`config.mk`:
```
export PLATFORM = sky130hd
export DESIGN_NAME = biquad_scheduler
export DESIGN_NICKNAME = d
export VERILOG_FILES = /design/src/rtl/biquad_pkg.sv /design/src/rtl/biquad_coeff_rom.sv /design/src/rtl/biquad_scheduler.sv
export SDC_FILE = /design/constraint.sdc
export NUM_CORES = 2
export LEC_CHECK = 0
export ABC_AREA = 1
export CORE_MARGIN = 1
export CORE_UTILIZATION = 45
export CTS_CLUSTER_DIAMETER = 150
export DETAILED_ROUTE_END_ITERATION = 16
export HOLD_SLACK_MARGIN = 0.05
export PLACE_DENSITY = 0.66
export RECOVER_POWER = 100
export SYNTH_ARGS = -nofsm -noshare
export SYNTH_HDL_FRONTEND = slang
export SYNTH_SLANG_ARGS = --single-unit
```
`constraint.sdc`:
```
create_clock -name clk_144 -period 26 [get_ports clk_144]
set_clock_uncertainty 0.15 [all_clocks]
set_input_delay 3.9 -clock clk_144 [delete_from_list [all_inputs] [get_ports clk_144]]
set_output_delay 3.9 -clock clk_144 [all_outputs]
set_load 0.02 [all_outputs]
```
`src/rtl/biquad_pkg.sv`:
```
// Shared types and constants for the time-multiplexed lowpass biquad scheduler.
// Coefficients are Q30 (2^30 = 1.0); denominator sign is folded so y terms are added.
package biquad_pkg;

  localparam int     COEF_W  = 64;
  localparam longint SAT_MAX = 32767;
  localparam longint SAT_MIN = -32768;

  typedef enum logic [1:0] {IDLE, MAC, WRITE} state_t;

  typedef struct packed {
    logic signed [COEF_W-1:0] b0;
    logic signed [COEF_W-1:0] b1;
    logic signed [COEF_W-1:0] b2;
    logic signed [COEF_W-1:0] a1;
    logic signed [COEF_W-1:0] a2;
  } coeff_set_t;

  // 0 bypass, then Butterworth-style lowpass at 1k / 2.5k / 5k / 10k (fs 48k)
  localparam coeff_set_t [0:4] COEFFS = '{
    '{b0: 64'sd1073741824, b1: 64'sd0,         b2: 64'sd0,
      a1: 64'sd0,          a2: 64'sd0},
    '{b0: 64'sd4204896,    b1: 64'sd8409792,   b2: 64'sd4204896,
      a1: 64'sd1949485656, a2: -64'sd892285576},
    '{b0: 64'sd23215372,   b1: 64'sd46430744,  b2: 64'sd23215372,
      a1: 64'sd1656914630, a2: -64'sd676031074},
    '{b0: 64'sd77557446,   b1: 64'sd155114892, b2: 64'sd77557446,
      a1: 64'sd1191024496, a2: -64'sd427512455},
    '{b0: 64'sd236432581,  b1: 64'sd472865162, b2: 64'sd236432581,
      a1: 64'sd330247551,  a2: -64'sd202233904}
  };

endpackage

```
`src/rtl/biquad_coeff_rom.sv`:
```
// Combinational coefficient lookup: preset and tap index select one Q30 coefficient.
module biquad_coeff_rom import biquad_pkg::*; (
  input  logic [2:0]               filter_active_i,
  input  logic [2:0]               tap_i,
  output logic signed [COEF_W-1:0] coeff_o
);

  coeff_set_t cs;

  always_comb begin
    case (filter_active_i)
      3'd1:    cs = COEFFS[1];
      3'd2:    cs = COEFFS[2];
      3'd3:    cs = COEFFS[3];
      3'd4:    cs = COEFFS[4];
      default: cs = COEFFS[0];
    endcase
    case (tap_i)
      3'd0:    coeff_o = cs.b0;
      3'd1:    coeff_o = cs.b1;
      3'd2:    coeff_o = cs.b2;
      3'd3:    coeff_o = cs.a1;
      default: coeff_o = cs.a2;
    endcase
  end

endmodule

```
`src/rtl/biquad_scheduler.sv`:
```
// Shares one signed multiplier across CH biquad channels: 5 MAC taps + 1 write per channel.
// Optional macro BIQUAD_SAT_COUNT_EN adds the sat_count output (saturating clip counter).
module biquad_scheduler import biquad_pkg::*; #(
  parameter int CH    = 2,
  parameter int W     = 16,
  parameter int ACC   = 64,
  parameter int SHIFT = 30
) (
  input  logic            clk_144,
  input  logic            reset_n,
  input  logic            sample_strobe,
  input  logic [CH*W-1:0] in_data,
  input  logic [2:0]      filter_sel,
  output logic            busy,
  output logic            out_valid,
  output logic [CH*W-1:0] out_data,
  output logic [2:0]      filter_active,
  output logic            overrun
`ifdef BIQUAD_SAT_COUNT_EN
  ,
  output logic [15:0]     sat_count
`endif
);

  localparam int CHW = (CH > 1) ? $clog2(CH) : 1;

  state_t                  state_q, state_d;
  logic [CHW-1:0]          ch_q, ch_d;
  logic [2:0]              tap_q, tap_d;
  logic signed [ACC-1:0]   acc_q, acc_d;
  logic [CH-1:0][W-1:0]    x0_q, x1_q, x2_q, y1_q, y2_q, out_q;
  logic [2:0]              fa_q, sel_m;
  logic                    ovr_q, vld_q;
  logic                    capture, wr_en, last_wr;

  logic signed [W-1:0]      op, res;
  logic signed [COEF_W-1:0] coeff;
  logic signed [ACC-1:0]    op_ext, coeff_ext, prod, term;
  logic                     sat_hi, sat_lo;

  biquad_coeff_rom u_rom (
    .filter_active_i(fa_q),
    .tap_i          (tap_q),
    .coeff_o        (coeff)
  );

  always_comb begin
    case (tap_q)
      3'd0:    op = x0_q[ch_q];
      3'd1:    op = x1_q[ch_q];
      3'd2:    op = x2_q[ch_q];
      3'd3:    op = y1_q[ch_q];
      default: op = y2_q[ch_q];
    endcase
  end

  assign op_ext    = ACC'(op);
  assign coeff_ext = ACC'(coeff);
  assign prod      = op_ext * coeff_ext;
  assign term      = prod >>> SHIFT;

  assign sat_hi = acc_q > ACC'(SAT_MAX);
  assign sat_lo = acc_q < ACC'(SAT_MIN);
  assign res    = sat_hi ? W'(SAT_MAX) : sat_lo ? W'(SAT_MIN) : acc_q[W-1:0];

  // Presets 5-7 are unassigned and behave as bypass
  assign sel_m = (filter_sel > 3'd4) ? 3'd0 : filter_sel;

  always_comb begin
    state_d = state_q;
    ch_d    = ch_q;
    tap_d   = tap_q;
    acc_d   = acc_q;
    capture = 1'b0;
    wr_en   = 1'b0;
    last_wr = 1'b0;
    case (state_q)
      IDLE: if (sample_strobe) begin
        capture = 1'b1;
        state_d = MAC;
        ch_d    = '0;
        tap_d   = '0;
      end
      MAC: begin
        acc_d = ((tap_q == 3'd0) ? '0 : acc_q) + term;
        if (tap_q == 3'd4) begin
          tap_d   = '0;
          state_d = WRITE;
        end else begin
          tap_d = tap_q + 3'd1;
        end
      end
      WRITE: begin
        wr_en = 1'b1;
        if (ch_q == CHW'(CH-1)) begin
          state_d = IDLE;
          last_wr = 1'b1;
        end else begin
          ch_d    = ch_q + CHW'(1);
          state_d = MAC;
        end
      end
      default: state_d = IDLE;
    endcase
  end

  always_ff @(posedge clk_144 or negedge reset_n) begin
    if (!reset_n) begin
      state_q <= IDLE;
      ch_q    <= '0;
      tap_q   <= '0;
      acc_q   <= '0;
      x0_q    <= '0;
      x1_q    <= '0;
      x2_q    <= '0;
      y1_q    <= '0;
      y2_q    <= '0;
      out_q   <= '0;
      fa_q    <= '0;
      ovr_q   <= 1'b0;
      vld_q   <= 1'b0;
    end else begin
      state_q <= state_d;
      ch_q    <= ch_d;
      tap_q   <= tap_d;
      acc_q   <= acc_d;
      vld_q   <= last_wr;
      if (sample_strobe && state_q != IDLE) ovr_q <= 1'b1;
      if (capture) begin
        x0_q <= in_data;
        fa_q <= sel_m;
        // A preset change makes old history meaningless for the new filter
        if (sel_m != fa_q) begin
          x1_q <= '0;
          x2_q <= '0;
          y1_q <= '0;
          y2_q <= '0;
        end
      end
      if (wr_en) begin
        out_q[ch_q] <= res;
        y1_q[ch_q]  <= res;
        y2_q[ch_q]  <= y1_q[ch_q];
        x2_q[ch_q]  <= x1_q[ch_q];
        x1_q[ch_q]  <= x0_q[ch_q];
      end
    end
  end

`ifdef BIQUAD_SAT_COUNT_EN
  logic [15:0] sat_cnt_q;

  always_ff @(posedge clk_144 or negedge reset_n) begin
    if (!reset_n) sat_cnt_q <= '0;
    else if (wr_en && (sat_hi || sat_lo) && sat_cnt_q != 16'hFFFF)
      sat_cnt_q <= sat_cnt_q + 16'd1;
  end

  assign sat_count = sat_cnt_q;
`endif

  assign busy          = (state_q != IDLE);
  assign out_valid     = vld_q;
  assign out_data      = out_q;
  assign filter_active = fa_q;
  assign overrun       = ovr_q;

endmodule

```
**After elaboration in Yosys (flattened, before gate mapping)**

Index checks and enable logic that the tools add are counted.

- Reductions and logical operators: 10
- Add/sub/neg operators: 3
- Multiply operators: 1
- Order comparisons: 5
- Muxes and demuxes: 51
- Eq/ne operators: 13

Operators with widths:

| kind | number |
|---|---|
| case mux 287 bit (4 select lines) | 1 |
| 2-to-1 mux 32 bit | 12 |
| case mux 64 bit (4 select lines) | 1 |
| 2-to-1 mux 16 bit | 13 |
| bitwise mux 32 bit | 5 |
| adder 64 bit | 1 |
| greater-than comparator 64 x 16 -> 1 bit, second input constant | 1 |
| < comparator 64 x 16 -> 1 bit, second input constant | 1 |
| multiplier 16 x 64 -> 64 bit | 1 |
| 2-to-1 mux 64 bit | 1 |
| case mux 16 bit (4 select lines) | 1 |
| demux 16 bit (select 1 bit) | 1 |
| equality test 3 x 2 -> 1 bit, second input constant | 4 |
| 2-to-1 mux 3 bit | 3 |
| 2-to-1 mux 1 bit | 8 |
| equality test 3 x 1 -> 1 bit, second input constant | 2 |
| equality test 3 bit, second input constant | 2 |
| case mux 2 bit (3 select lines) | 1 |
| case mux 3 bit (2 select lines) | 1 |
| AND reduction 2 bit | 3 |
| nonzero test 2 bit | 3 |
| 2-to-1 mux 2 bit | 2 |
| inequality test 2 bit, second input constant | 2 |
| adder 3 x 1 -> 3 bit, second input constant | 1 |
| 11 further kinds | 12 |

- Input port bits: 38
- Bits in registers: 267
- Output and inout port bits: 38
- Logic and storage cells: 102

**Depth between registers and ports, before layout**

- Word-level depth: 7
- Gate-level depth with buffers: 67
- Depth with buffers taken out: 65

**By module**

A second synthesis with hierarchy kept.

- Cells, all modules: 5838
- Area, all modules: 44273.7 sq um

Modules (own cells, without submodules):

| module | sequential area each (sq um) | cells an instance | instances | area each (sq um) |
|---|---|---|---|---|
| biquad_scheduler | 6681.4 | 5665 | 1 | 43360.3 |
| biquad_coeff_rom | 0.0 | 173 | 1 | 913.4 |

**Worst setup path after synthesis**

Ideal clock, no wire load.

- Kind: reg-to-reg
- Start point: reg tap_q[0]
- End point: reg acc_q[44]
- Slack: 15989 ps
- Library setup time: 130 ps
- Data arrival time: 9731 ps
- Period minus slack after synthesis: 10011 ps
- Stages on the path, launching flop included: 52
- Buffers on the path: 4
- Required time: 25720 ps
- Cells stage by stage: dfrtp_1 ha_1 ha_1 clkbuf_1 inv_1 clkbuf_1 buf_1 o221ai_1 a221oi_1 o21ai_0 nand2_1 clkbuf_1 nor2_1 fa_1 inv_1 fa_1 fa_1 fa_1 (+16 left out) nand3_1 nand2_1 a21oi_1 o21ai_0 a21boi_0 o21ai_0 a21o_1 nand2_1 nand2_1 nand2_1 nand2_1 nand2_1 nand2_1 nand3_1 o21a_1 or2_2 nand3_1 o21ai_0

- Word-level cells in the longest chain between the ends: 4
- Elaborated cells on any way between the ends: 9
- Classes of those cells: add/sub (1); mul (1); eq/ne (3); mux (3); reduce/logical (1)

RTL lines:

| item | RTL line | source |
|---|---|---|
| from (decl) | biquad_scheduler.sv:29 | `logic [2:0] tap_q, tap_d;` |
| from (signal assigned) | biquad_scheduler.sv:125 | `tap_q <= tap_d;` |
| equality test 3 x 2 -> 1 bit, or another cell as far along | biquad_coeff_rom.sv:18, biquad_scheduler.sv:48 |  |
| case mux 16 bit (4 select lines) or case mux 64 bit (4 select lines) (tied branches) | biquad_scheduler.sv:48, biquad_coeff_rom.sv:18 |  |
| multiplier 16 x 64 -> 64 bit | biquad_scheduler.sv:59 | `assign prod = op_ext * coeff_ext;` |
| adder 64 bit * | biquad_scheduler.sv:85 | `acc_d = ((tap_q == 3'd0) ? '0 : acc_q) + term;` |
| to (signal assigned) | biquad_scheduler.sv:112 | `acc_q <= '0;` |
| to (signal assigned) | biquad_scheduler.sv:126 | `acc_q <= acc_d;` |
| to (decl) | biquad_scheduler.sv:30 | `logic signed [ACC-1:0] acc_q, acc_d;` |

Every way passes the cells marked *; elsewhere a longest branch is shown, timed or not.
A chain may end at the register's enable or synchronous reset.

**Final worst setup path**

- Start point: reg ch_q
- End point: reg acc_q[44]

- Word-level cells in the longest chain between the ends: 5
- Elaborated cells on any way between the ends: 13
- Classes of those cells: add/sub (1); mul (1); mux (11)

RTL lines:

| item | RTL line | source |
|---|---|---|
| from (decl) | biquad_scheduler.sv:28 | `logic [CHW-1:0] ch_q, ch_d;` |
| from (signal assigned) | biquad_scheduler.sv:124 | `ch_q <= ch_d;` |
| 2-to-1 mux 16 bit (on tied branches) (2 in a row) | - |  |
| case mux 16 bit (4 select lines) * | biquad_scheduler.sv:48 | `case (tap_q)` |
| multiplier 16 x 64 -> 64 bit * | biquad_scheduler.sv:59 |  |
| adder 64 bit * | biquad_scheduler.sv:85 |  |

Every way passes the cells marked *; elsewhere a longest branch is shown, timed or not. The select of a mux whose other input is x is not followed.

==> summary.txt <==
Run status
  • Status: complete, but fails checks
  • Failing checks: capacitance limit, slew limit

Critical path
  • Critical path class: reg2reg
  • CP peak stage delay: 1.66 ns
  • Most used cell, CP: nand2_1
  • CP endpoint kind: register
  • CP max-delay cell: clkbuf_1
  • Crit Path Max Fanout: 42
  • Worst EP arrival: 13.93 ns
  • Worst setup SP type: register
  • Worst path required time: 26.29 ns

Place
  • GP Congestion: 1.026
  • Post-DP HPWL: 81380 um
  • IO Port Bufs: 75
  • Setup WS pre-CTS: 13.28 ns

Timing
  • Worst Tran Pin Value: 6.862 ns
  • Fmax: 73.32 MHz
  • Final setup viols: 0
  • Min Tclk post-route: 13.64 ns
  • Tcrit/Tclk final: 52.46%
  • Setup TNS: 0 ns
  • Max-slew headroom: -357.5%
  • Max Slew Vio Count: 740
  • Final WS setup: 12.36 ns
  • RSZ-0062 raised after global routing: false
  • Final Hold Fails: 0

CTS
  • Setup bufs post-CTS: 0
  • # H-tree levels: 1
  • Hold Buf Count CTS: 0
  • TritonCTS Sinks: 267
  • CTS tree: built
  • CTS Buffer Depth: 3
  • Root Buffer: clkbuf_16
  • Clk slew on worst S/H paths: 0.06 ns
  • Cts repair resizes: 0
  • TritonCTS Buffers: 30
  • Skew-Pair Late Insertion Delay: 0.62 ns

Die
  • Num ports: 76
  • Starting Density: 45.56%
  • Num rows: 100
  • Die footprint: 0.07661 mm^2
  • Core region area: 0.07457 mm^2
  • Die Wd: 276.8 um
  • Die height: 276.8 um

Worst hold path
  • Hold WC Path Type: reg2reg

Logic synthesis
  • Primary FF master, synth: dfrtp_1
  • Syn avg cell area: 7.761 um^2
  • Syn Inst Count: 4378
  • Post-Syn Nets: 5089
  • FF+latch count, synth: 267
  • Synth top area cells: fa_1 (30%), dfrtp_1 (20%), inv_1 (9.8%)
  • Synth area leader: fa_1
  • Post-synthesis sequential area ratio: 19.66%
  • Synthesized cell area: 0.03398 mm^2
  • Synth cell types: 57
  • Post-synthesis async set-or-reset flop share: 100.0%
  • Top cell type's share of synthesized area: 29.52%
  • YS warnings: 0
  • Number of synthesized flops with an enable pin: 0

Cells and area
  • Nets@finish: 5089
  • Commonest non-fill, non-tap cells in the layout: inv_1 (884), nand2_1 (848), nor2_1 (528), fa_1 (501), o21ai_0 (301)
  • Most common cell after layout, fill and taps aside: inv_1
  • Syn-to-layout area delta: 8.116%
  • Fill cells: 7376
  • Layout cells sized above 1: 3.180%

Routing
  • 1st-pass router iterations: 6
  • Wire length per cell: 19.55 um
  • WL final: 105000 um
  • DRT iter0 DRCs: 2412
  • Antenna Violating Nets Remaining: 0
  • Via Count: 29350
  • DRC: 0
  • Via density: 5.462

GRT
  • Largest net degree at the start of global routing: 129
  • Grt peak-use layer: met2
  • GR Util met1: 38.04%
  • Grt total ovfl: 0
  • GR Util All Layers: 27.98%
  • Vias in the first global route: 30100
  • GRT met2 Usage: 45.64%
  • Initial antenna violation count: 1
  • Global-route wire length before repair: 169000 um
  • GR met3 Demand/Resource: 4.657%

Flow run
  • Max_cap viols: 12
## through the flow
stage	hold WS, ns	instances	util, %	area (um^2)
detailed placement	0.3127	5315	47.92	35740
CTS	0.3269	5371	49.35	36800
floorplan	0.3030	4378	-	33980
global route	0.3601	5371	49.25	36730
global placement	0.3054	5315	47.92	35740
finish	0.3183	5373	49.26	36730
## flip-flops by register name (all words and copies together), names as in the netlist
register and cells:
overrun 1, y2_q 32, out_valid 1, x2_q 32
x0_q 32, x1_q 32, tap_q 3, acc_q 64
ch_q 1, out_data 32, filter_active 3, state_q 2
y1_q 32
## worst max-delay path: cells and delay by family, from the launching register on
kind                     cells  cell delay (ns)
adder cells (fa/ha/maj)      9             3.84
buffers and inverters        5             3.29
AND/OR/NAND/NOR             21             3.04
AO/OA/AOI/OAI               10             2.51
flip-flops                   1             0.35
XOR/XNOR                     1             0.27
## synth_stat cells, types with 6 or more instances
cell type and n:
o41ai_1 6, o21a_1 8, nand2_1 851, inv_2 8
dfrtp_1 267, nand2_2 9, nand3_1 162, ha_1 172
fa_1 501, o21ai_1 6, xnor2_1 31, nand4_1 33
o21ai_0 299, a211oi_1 6, o221ai_1 29, o31ai_1 41
nand3b_1 15, inv_1 884, a21o_1 7, nor2_1 531
clkbuf_1 119, a21oi_1 158, a221oi_1 19, buf_2 6
nor2_2 7, nor3_1 17, a31oi_1 34, nor4_1 19
o22ai_1 6, xor2_1 35, or2_2 6, buf_1 24
clkinv_1 16
## metal layers
metal | up-vias | wire length [um]
met5 | - | 0
met4 | 0 | 3478
met3 | 194 | 7682
met2 | 1017 | 49230
met1 | 14600 | 44640
li1 | 13540 | -
## cells by family after synthesis
kind of cell / Yosys count / synth area share, %
adders and majority gates: 673 / 35.85
and+or+nand+nor: 1665 / 19.99
DFF: 267 / 19.66
AOI/OAI and AO/OA: 643 / 10.90
xor gates and xnor gates: 66 / 1.701
buffers and inverters: 1064 / 11.89
## area by class of cell
cell class | count | area [um^2] | share of cell area (%)
flip-flops and latches | 267 | 6681 | 18.19
well taps | 969 | 1212 | 3.301
inverters | 908 | 3408 | 9.278
multi-input cells | 3047 | 23290 | 63.40
clock inverters | 17 | 227.7 | 0.6199
repair buffers | 124 | 1075 | 2.926
diodes | 2 | 5.005 | 0.01362
clock buffers | 39 | 834.6 | 2.272
## final timing paths
check | start | to | slack [ns] | cells past startpoint
min in group asynchronous | reset_n | x0_q[15]$_DFFE_PN0P_ | 5.72 | 1
max in group asynchronous | reset_n | x2_q[9]$_DFF_PN0_ | 14.04 | 2
max reg2reg | ch_q$_DFFE_PN0P_ | acc_q[44]$_DFFE_PN0P_ | 12.36 | 46
min | out_data[31]$_DFFE_PN0P_ | out_data[31]$_DFFE_PN0P_ | 0.32 | 2
max | ch_q$_DFFE_PN0P_ | acc_q[44]$_DFFE_PN0P_ | 12.36 | 46
min reg2reg | out_data[31]$_DFFE_PN0P_ | out_data[31]$_DFFE_PN0P_ | 0.32 | 2
Power is not shown: default switching activity piles up to over one toggle a cycle in this logic, so the estimate is an artifact.
